<file path="src/rtl/capture_sequencer.sv">
// Sequences one capture of the image datapath (reset, wait for end flag, latch, classify).
// Macro CAPTURE_TIMEOUT_EN enables the WAIT-state watchdog and the timeout status.
module capture_sequencer #(
  parameter int unsigned RST_CYCLES     = 4,
  parameter int unsigned TIMEOUT_CYCLES = 10000000,
  parameter int unsigned MIN_PIXELS     = 64,
  parameter int unsigned CW             = 24
) (
  input  logic        clk,
  input  logic        reset,
  input  logic        start,
  input  logic        proc_end,
  input  logic [19:0] red_cnt,
  input  logic [19:0] green_cnt,
  input  logic [19:0] blue_cnt,
  input  logic [11:0] w_mayor,
  input  logic [11:0] w_menor,
  input  logic [11:0] w_igual,
  output logic        proc_reset,
  output logic        busy,
  output logic        done,
  output logic        timeout,
  output logic [1:0]  color,
  output logic [1:0]  shape,
  output logic [19:0] max_cnt
);
  localparam int unsigned PW = 20;
  localparam int unsigned WW = 12;
  localparam int unsigned SW = 14;
  localparam logic [CW-1:0] RST_LAST = CW'(RST_CYCLES - 1);

  typedef enum logic [2:0] {
    S_IDLE, S_RST, S_WAIT, S_SETTLE, S_LATCH, S_CLASSIFY, S_DONE
  } state_e;

  state_e         state_q, state_d;
  logic [CW-1:0]  cnt_q, cnt_d;
  logic           end_m_q, end_m_d, end_s_q, end_s_d;
  logic           proc_reset_q, proc_reset_d;
  logic           busy_q, busy_d, done_q, done_d, timeout_q, timeout_d;
  logic [1:0]     color_q, color_d, shape_q, shape_d;
  logic [PW-1:0]  max_cnt_q, max_cnt_d;
  logic [PW-1:0]  red_q, red_d, green_q, green_d, blue_q, blue_d;
  logic [WW-1:0]  mayor_q, mayor_d, menor_q, menor_d, igual_q, igual_d;

  logic [1:0]     win_col_c, shape_c;
  logic [PW-1:0]  win_cnt_c;
  logic [SW-1:0]  sum_mm_c, sum_all_c, dbl_menor_c;

`ifdef CAPTURE_TIMEOUT_EN
  localparam logic [CW-1:0] WDOG_LAST = CW'(TIMEOUT_CYCLES - 1);
`else
  logic [CW-1:0] unused_wdog_c;
  assign unused_wdog_c = CW'(TIMEOUT_CYCLES);
`endif

  // Classification over the latched snapshot; ties keep the earlier colour.
  always_comb begin
    win_col_c = 2'd1;
    win_cnt_c = red_q;
    if (green_q > win_cnt_c) begin
      win_col_c = 2'd2;
      win_cnt_c = green_q;
    end
    if (blue_q > win_cnt_c) begin
      win_col_c = 2'd3;
      win_cnt_c = blue_q;
    end
    if (win_cnt_c < PW'(MIN_PIXELS)) win_col_c = 2'd0;

    sum_mm_c    = SW'(mayor_q) + SW'(menor_q);
    sum_all_c   = sum_mm_c + SW'(igual_q);
    dbl_menor_c = SW'(menor_q) << 1;
    if (sum_all_c == '0)                 shape_c = 2'd0;
    else if (SW'(igual_q) > sum_mm_c)    shape_c = 2'd1;
    else if (SW'(mayor_q) > dbl_menor_c) shape_c = 2'd2;
    else                                 shape_c = 2'd3;
  end

  // Next-state and registered-output logic.
  always_comb begin
    state_d   = state_q;
    cnt_d     = cnt_q;
    end_m_d   = proc_end;
    end_s_d   = end_m_q;
    busy_d    = busy_q;
    done_d    = done_q;
    timeout_d = timeout_q;
    color_d   = color_q;
    shape_d   = shape_q;
    max_cnt_d = max_cnt_q;
    red_d     = red_q;
    green_d   = green_q;
    blue_d    = blue_q;
    mayor_d   = mayor_q;
    menor_d   = menor_q;
    igual_d   = igual_q;

    case (state_q)
      S_IDLE: begin
        if (start) begin
          done_d    = 1'b0;
          timeout_d = 1'b0;
          busy_d    = 1'b1;
          cnt_d     = '0;
          state_d   = S_RST;
        end
      end
      S_RST: begin
        if (cnt_q == RST_LAST) begin
          cnt_d   = '0;
          state_d = S_WAIT;
        end else begin
          cnt_d = cnt_q + CW'(1);
        end
      end
      S_WAIT: begin
`ifdef CAPTURE_TIMEOUT_EN
        cnt_d = cnt_q + CW'(1);
        if (end_s_q) begin
          state_d = S_SETTLE;
        end else if (cnt_q == WDOG_LAST) begin
          cnt_d     = '0;
          state_d   = S_IDLE;
          timeout_d = 1'b1;
          done_d    = 1'b1;
          busy_d    = 1'b0;
          color_d   = 2'd0;
          shape_d   = 2'd0;
          max_cnt_d = '0;
        end
`else
        if (end_s_q) state_d = S_SETTLE;
`endif
      end
      S_SETTLE: state_d = S_LATCH;
      S_LATCH: begin
        red_d   = red_cnt;
        green_d = green_cnt;
        blue_d  = blue_cnt;
        mayor_d = w_mayor;
        menor_d = w_menor;
        igual_d = w_igual;
        state_d = S_CLASSIFY;
      end
      S_CLASSIFY: begin
        color_d   = win_col_c;
        shape_d   = shape_c;
        max_cnt_d = win_cnt_c;
        done_d    = 1'b1;
        busy_d    = 1'b0;
        state_d   = S_DONE;
      end
      S_DONE:  state_d = S_IDLE;
      default: state_d = S_IDLE;
    endcase

    // Datapath runs only while the shot is live; counts must not be cleared before latching.
    proc_reset_d = !(state_d inside {S_WAIT, S_SETTLE, S_LATCH, S_CLASSIFY});
  end

  always_ff @(posedge clk or negedge reset) begin
    if (!reset) begin
      state_q      <= S_IDLE;
      cnt_q        <= '0;
      end_m_q      <= 1'b0;
      end_s_q      <= 1'b0;
      proc_reset_q <= 1'b1;
      busy_q       <= 1'b0;
      done_q       <= 1'b0;
      timeout_q    <= 1'b0;
      color_q      <= 2'd0;
      shape_q      <= 2'd0;
      max_cnt_q    <= '0;
      red_q        <= '0;
      green_q      <= '0;
      blue_q       <= '0;
      mayor_q      <= '0;
      menor_q      <= '0;
      igual_q      <= '0;
    end else begin
      state_q      <= state_d;
      cnt_q        <= cnt_d;
      end_m_q      <= end_m_d;
      end_s_q      <= end_s_d;
      proc_reset_q <= proc_reset_d;
      busy_q       <= busy_d;
      done_q       <= done_d;
      timeout_q    <= timeout_d;
      color_q      <= color_d;
      shape_q      <= shape_d;
      max_cnt_q    <= max_cnt_d;
      red_q        <= red_d;
      green_q      <= green_d;
      blue_q       <= blue_d;
      mayor_q      <= mayor_d;
      menor_q      <= menor_d;
      igual_q      <= igual_d;
    end
  end

  assign proc_reset = proc_reset_q;
  assign busy       = busy_q;
  assign done       = done_q;
`ifdef CAPTURE_TIMEOUT_EN
  assign timeout    = timeout_q;
`else
  assign timeout    = 1'b0;
  logic unused_timeout_c;
  assign unused_timeout_c = timeout_q;
`endif
  assign color      = color_q;
  assign shape      = shape_q;
  assign max_cnt    = max_cnt_q;

endmodule

</file>
<file path="config.mk">
export PLATFORM = sky130hd
export DESIGN_NAME = capture_sequencer
export DESIGN_NICKNAME = d
export VERILOG_FILES = /design/src/rtl/capture_sequencer.sv
export SDC_FILE = /design/constraint.sdc
export NUM_CORES = 1
export LEC_CHECK = 0
export ABC_AREA = 1
export CORE_MARGIN = 1
export CORE_UTILIZATION = 51
export DETAILED_ROUTE_END_ITERATION = 16
export GPL_TIMING_DRIVEN = 1
export PLACE_DENSITY = 0.8
export RECOVER_POWER = 25
export SYNTH_ARGS = -nofsm -noshare
export SYNTH_HDL_FRONTEND = slang
export SYNTH_SLANG_ARGS = --single-unit
</file>
<file path="constraint.sdc">
create_clock -name clk -period 3.31 [get_ports clk]
set_input_delay 0.4965 -clock clk [delete_from_list [all_inputs] [get_ports clk]]
set_output_delay 0.4965 -clock clk [all_outputs]
set_load 0.01 [all_outputs]
</file>
Word-level counts from Yosys, hierarchy flattened --
Cells that the tools add are included. W data, S select, Z words.
Storage, ports and cells: bits of input ports 100, ROM bits 0, bits in latches 0, memories kept 0, flip-flop bits (word level) 152, output and inout bits 28, logic and storage cells 62, memory bits (writable) 0
Operators by class: shift operators 0, muxes and demuxes 19, divide/modulo/power cells 0, reductions and logical operators 8, equal/unequal tests 11, $lt $le $gt $ge 5, $mul 0, bitwise operators 0, add/subtract/negate cells 3
Operators by type and width (count):
- $mux W24 | 2
- $pmux W24 S2 | 1
- $gt A20 B20 Y1 | 2
- $mux W20 | 2
- $gt A12 B13 Y1 | 2
- $add A24 B1 Y24 const B | 1
- $eq A24 B2 Y1 const B | 1
- $lt A20 B7 Y1 const B | 1
- $pmux W3 S6 | 1
- $add A13 B12 Y14 | 1
- $logic_not A14 Y1 | 1
- $add A12 B12 Y13 | 1
- $eq A3 B2 Y1 const B | 4
- $eq A3 B3 Y1 const B | 4
- $mux W2 | 5
- $mux W3 | 3
- $pmux W1 S2 | 2
- $reduce_and A2 Y1 | 2
- $reduce_bool A2 Y1 | 2
- $reduce_bool A4 Y1 | 1
- $eq A3 B1 Y1 const B | 1
- $logic_not A3 Y1 | 1
- $mux W1 | 3
- $ne A2 B2 Y1 const B | 1
- $logic_not A1 Y1 | 1

Longest topological paths before layout --
word-level depth 6, mapped depth 35, gate-level depth less buffers 32

Least setup slack after synthesis --
No wires, ideal clock.
path kind register to register, start register green_q[19], end register color_q[0] (netlist: color[0]), required time 3.194 ns, arrival 3.150 ns, cell stages (with the launch flop) 33, buffers on the path 3, slack 0.044 ns, setup time 0.116 ns, cells stage by stage dfrtp_1 > ha_1 > nand2_1 > nor2_2 > nand2_2 > nor2_4 > nand2_1 > nand3_2 > nand2_2 > buf_6 > buf_4 > nand2_1 > o21ai_1 > ha_1 > nand2_1 > nand2_1 > nand2_1 > nand2_1 > nand2_1 > nand3_1 > nand2_1 > nand3_2 > nand2_2 > inv_1 > buf_2 > nand2_1 > nand2_1 > nor2_1 > nand2_1 > nor2_1 > nand2_1 > nand2_1 > nand2_1
On the way: word-level cells in the longest chain between the ends 6, elaborated cells between the ends (all ways) 8, classes of those cells 3 x order compare; 5 x mux
Ends and longest elaborated chain:
- from (decl) | line 43 | logic [PW-1:0] red_q, red_d, green_q, green_d, blue_q, blue_d;
- from (signal assigned) | line 194 | green_q <= green_d;
- $gt A20 B20 Y1 | line 61 | if (green_q > win_cnt_c) begin
- $mux W20 | line 61
- $gt A20 B20 Y1 | line 65 | if (blue_q > win_cnt_c) begin
- $mux W20 | line 65
- $lt A20 B7 Y1 | line 69 | if (win_cnt_c < PW'(MIN_PIXELS)) win_col_c = 2'd0;
- $mux W2 (*) | line 69
- to (signal assigned) | line 190 | color_q <= color_d;
- to (decl) | line 41 | logic [1:0] color_q, color_d, shape_q, shape_d;
Every way passes the cells marked *; elsewhere a longest branch is shown, timed or not. A chain may end at the register's enable or synchronous reset.

Worst setup path after layout --
start register red_q[19], end register color_q[1] (netlist: color[1])
On the way: word-level cells in the longest chain between the ends 6, elaborated cells between the ends (all ways) 8, classes of those cells 3 x order compare; 5 x mux
Ends and longest elaborated chain:
- from (decl) | line 43
- from (signal assigned) | line 193 | red_q <= red_d;
- $gt A20 B20 Y1 | line 61
- $mux W20 | line 61
- $gt A20 B20 Y1 | line 65
- $mux W20 | line 65
- $lt A20 B7 Y1 | line 69
- $mux W2 (*) | line 69
Marked as above.

==> results_dict.tcl <==
set metrics [dict create \
    grt_pass1_vias 8765 \
    syn_inst 1122 \
    violations "capacitance limit, slew limit, setup timing" \
    grt_pass1_wl_um 41000 \
    maxCapViolCount 1 \
    final-setup-viol-count 24 \
    cts-root-buf "clkbuf_16" \
    setup_ws_ns -0.637 \
    drive_above_1_share_pct 27.0 \
    die_h_um 138 \
    p_comb_share_pct 31.4 \
    rsz0062_at_grt "true" \
    grt_max_degree 83 \
    drtAntennaViolNets 0 \
    skew_ns 0.0109 \
    hold_end "end_s_q" \
    reg2reg_slack_ns -0.64 \
    overflow 0 \
    antenna_found_initial 1 \
    final_common_cell "nand2_1" \
    ys_types 46 \
    clk_pin_slew_ns 0.06 \
    synth_area_per_cell_um2 8.40 \
    seqPwrFrac_pct 34.6 \
    relSlewSlack_pct -39.1 \
    core-area_um2 18000 \
    p_leak_nw 6.37 \
    cts_htree_levels 4 \
    busiest_layer "met2" \
    start_kind "flop" \
    finalSetupTns_ns -8.84 \
    first_pass_iters 6 \
    min_from "end_m_q" \
    finalCritPeriodShare_pct 119 \
    ys.warnings.count 0 \
    dpl.hpwl_um 18100 \
    portBuffers 126 \
    vias_per_cell 5.65 \
    nets 1555 \
    drt_iter0_drc 802 \
    synth.cell_area_um2 9420 \
    path_class "flop to flop" \
    clk_latency_ns 0.43 \
    drc 0 \
    syn-num-nets 1313 \
    status "finished, violations left" \
    worst_path_largest_cell_delay_ns 0.34 \
    vias 9079 \
    r2r-end "color[1]" \
    hold-path-cell-count 0 \
    fp.dieArea_um2 19000 \
    ios 128 \
    end_kind "flop" \
    synth-seq-area-share_pct 40.4 \
    switching_power_w 0.00180 \
    ctsHoldBuffers 0 \
    place_ws_ns -0.331 \
    final_cell_mix "nand2_1, dfrtp_1, clkdlybuf4s50_1" \
    vdd_ir_drop_max_mv 0.368 \
    cellPowerDensity_nw_per_um2 432 \
    met1_usage_pct 33.8 \
    p_total_w 0.00571 \
    clock-sinks 152 \
    place_area_um2 11700 \
    arrival_ns 4.27 \
    synth_seq_cells 152 \
    grt_use_met2_pct 49.4 \
    drt-wirelength-per-cell_um 17.9 \
    crit_required_ns 3.63 \
    rr_worst_depth 29 \
    max_freq_ghz 0.253 \
    wl_um 28700 \
    p_int_w 0.00391 \
    area_delta_synth_final_pct 40.4 \
    min_period_ns 3.95 \
    switching_share_pct 31.6 \
    finish.instance_area_um2 13200 \
    cp_max_fo 13 \
    rr_startpoint "red_q[19]" \
    worstMarginPinSlew_ns 2.09 \
    cts_buffer_depth 2 \
    gp_congestion 0.948 \
    use_met3_pct 4.53 \
    cts_tree "built" \
    min_path_type "flop to flop" \
    numCtsBuffers 17 \
    slew_violations 82 \
    clkPwrFrac_pct 34.0 \
    final_hold_viol_count 0 \
    track_usage_pct 28.1 \
    critPathSlowestCell "dfrtp_1" \
    start_util_pct 52.3 \
    dieWidth_um 138 \
    rows 49 \
]
-- worst max path at each step --
stage                           start        to  slack (ns)  depth (start not counted)
after global routing      green_q[17]  color[1]       -0.95                         31
final                       red_q[19]  color[1]       -0.64                         29
after floorplan           green_q[19]  color[0]        0.04                         32
after global placement    green_q[15]  color[0]       -0.23                         27
after CTS                  green_q[5]  color[1]       -0.27                         26
after detailed placement  green_q[15]  color[1]       -0.33                         27
-- layout make-up --
cell class	count	area (um2)
flip-flops and latches	152	3800
clock inverters	9	88.8
clock buffers	23	488
diodes	1	2.50
well taps	229	287
inverters	129	488
fillers	1161	4800
multi-input cells	809	5640
repair buffers	255	2420
-- power by group through the flow --
stage	Combinational (W)	Clock [W]	Sequential, W
6_report	0.00179	0.00194	0.00197
3_5_place_dp	0.00134	0	0.00200
3_3_place_gp	0.00130	0	0.00199
4_1_cts	0.00149	0.00194	0.00196
5_1_grt	0.00193	0.00203	0.00198
2_1_floorplan	0.000748	0	0.00198
-- metrics by stage --
step                hold WS [ns]  std cells  util (%)
CTS                        0.136       1593      70.1
detailed placement         0.343       1554      64.8
global route               0.357       1607      73.4
finish                     0.358       1607      73.4
floorplan                  0.201       1122         -
global placement           0.335       1554      64.8
-- timing repair --
item | in CTS | in global routing
hold endpoints to repair | 0 | 0
gates resized for setup | 65 | 126
buffers inserted | 4 | 17
setup endpoints to repair | 24 | 24
gates cloned | 4 | 0
pin swaps | 30 | 67
-- metal layers --
layer  share of wire, %  wire length, um
met1                 38            11000
met4                4.7             1350
met2                 51            14600
met3                6.0             1710
met5                  0                0
-- kinds of logic (layout without fill, tap and decap cells) --
family	count (synthesis)	count (layout)	share of synthesized area (%)
and+or+nand+nor	461	461	21.0
AOI/OAI and AO/OA	174	174	10.1
buffers and inverters	161	416	7.10
DFF	152	152	40.4
adders and majority gates	91	91	12.2
muxes	56	56	6.69
xor gates and xnor gates	26	26	2.42
other	1	2	0.0398
-- critical path, delay by kind of cell (launching register included) --
kind | cells | cell delay (ns)
buffers and inverters | 5 | 0.63
adder cells (fa/ha/maj) | 2 | 0.51
AO/OA/AOI/OAI | 1 | 0.19
flip-flops | 1 | 0.34
AND/OR/NAND/NOR | 21 | 2.17
-- state kept, by name, summed over array words and instances (netlist names), 3 cells and up --
register	cells
mayor_q	12
cnt_q	24
max_cnt	20
green_q	20
igual_q	12
red_q	20
blue_q	20
state_q	3
menor_q	12
-- Yosys cell counts (all sizes together) --
master / count / area, um2
conb: 1 / 3.75
o22ai: 11 / 68.8
nand3: 54 / 280
nand4: 14 / 93.8
mux2: 56 / 631
o21ai: 42 / 218
nor2: 107 / 414
o31ai: 2 / 15.0
nand3b: 7 / 52.6
fa: 2 / 40.0
nor4: 8 / 56.3
a21oi: 95 / 475
a22oi: 1 / 7.51
a221oi: 1 / 8.76
a21o: 3 / 22.5
buf: 12 / 90.1
a32o: 1 / 10.0
dfstp: 1 / 26.3
nor3b: 1 / 7.51
o21bai: 4 / 30.0
xor2: 22 / 193
xnor2: 4 / 35.0
ha: 89 / 1110
or2: 2 / 12.5
a31oi: 7 / 43.8
dfrtp: 151 / 3780
o211ai: 6 / 45.0
inv: 129 / 484
o2111ai: 1 / 8.76
clkbuf: 20 / 95.1
nor3: 14 / 85.1
nand2: 254 / 976
Power figures use the tool's default switching activity.
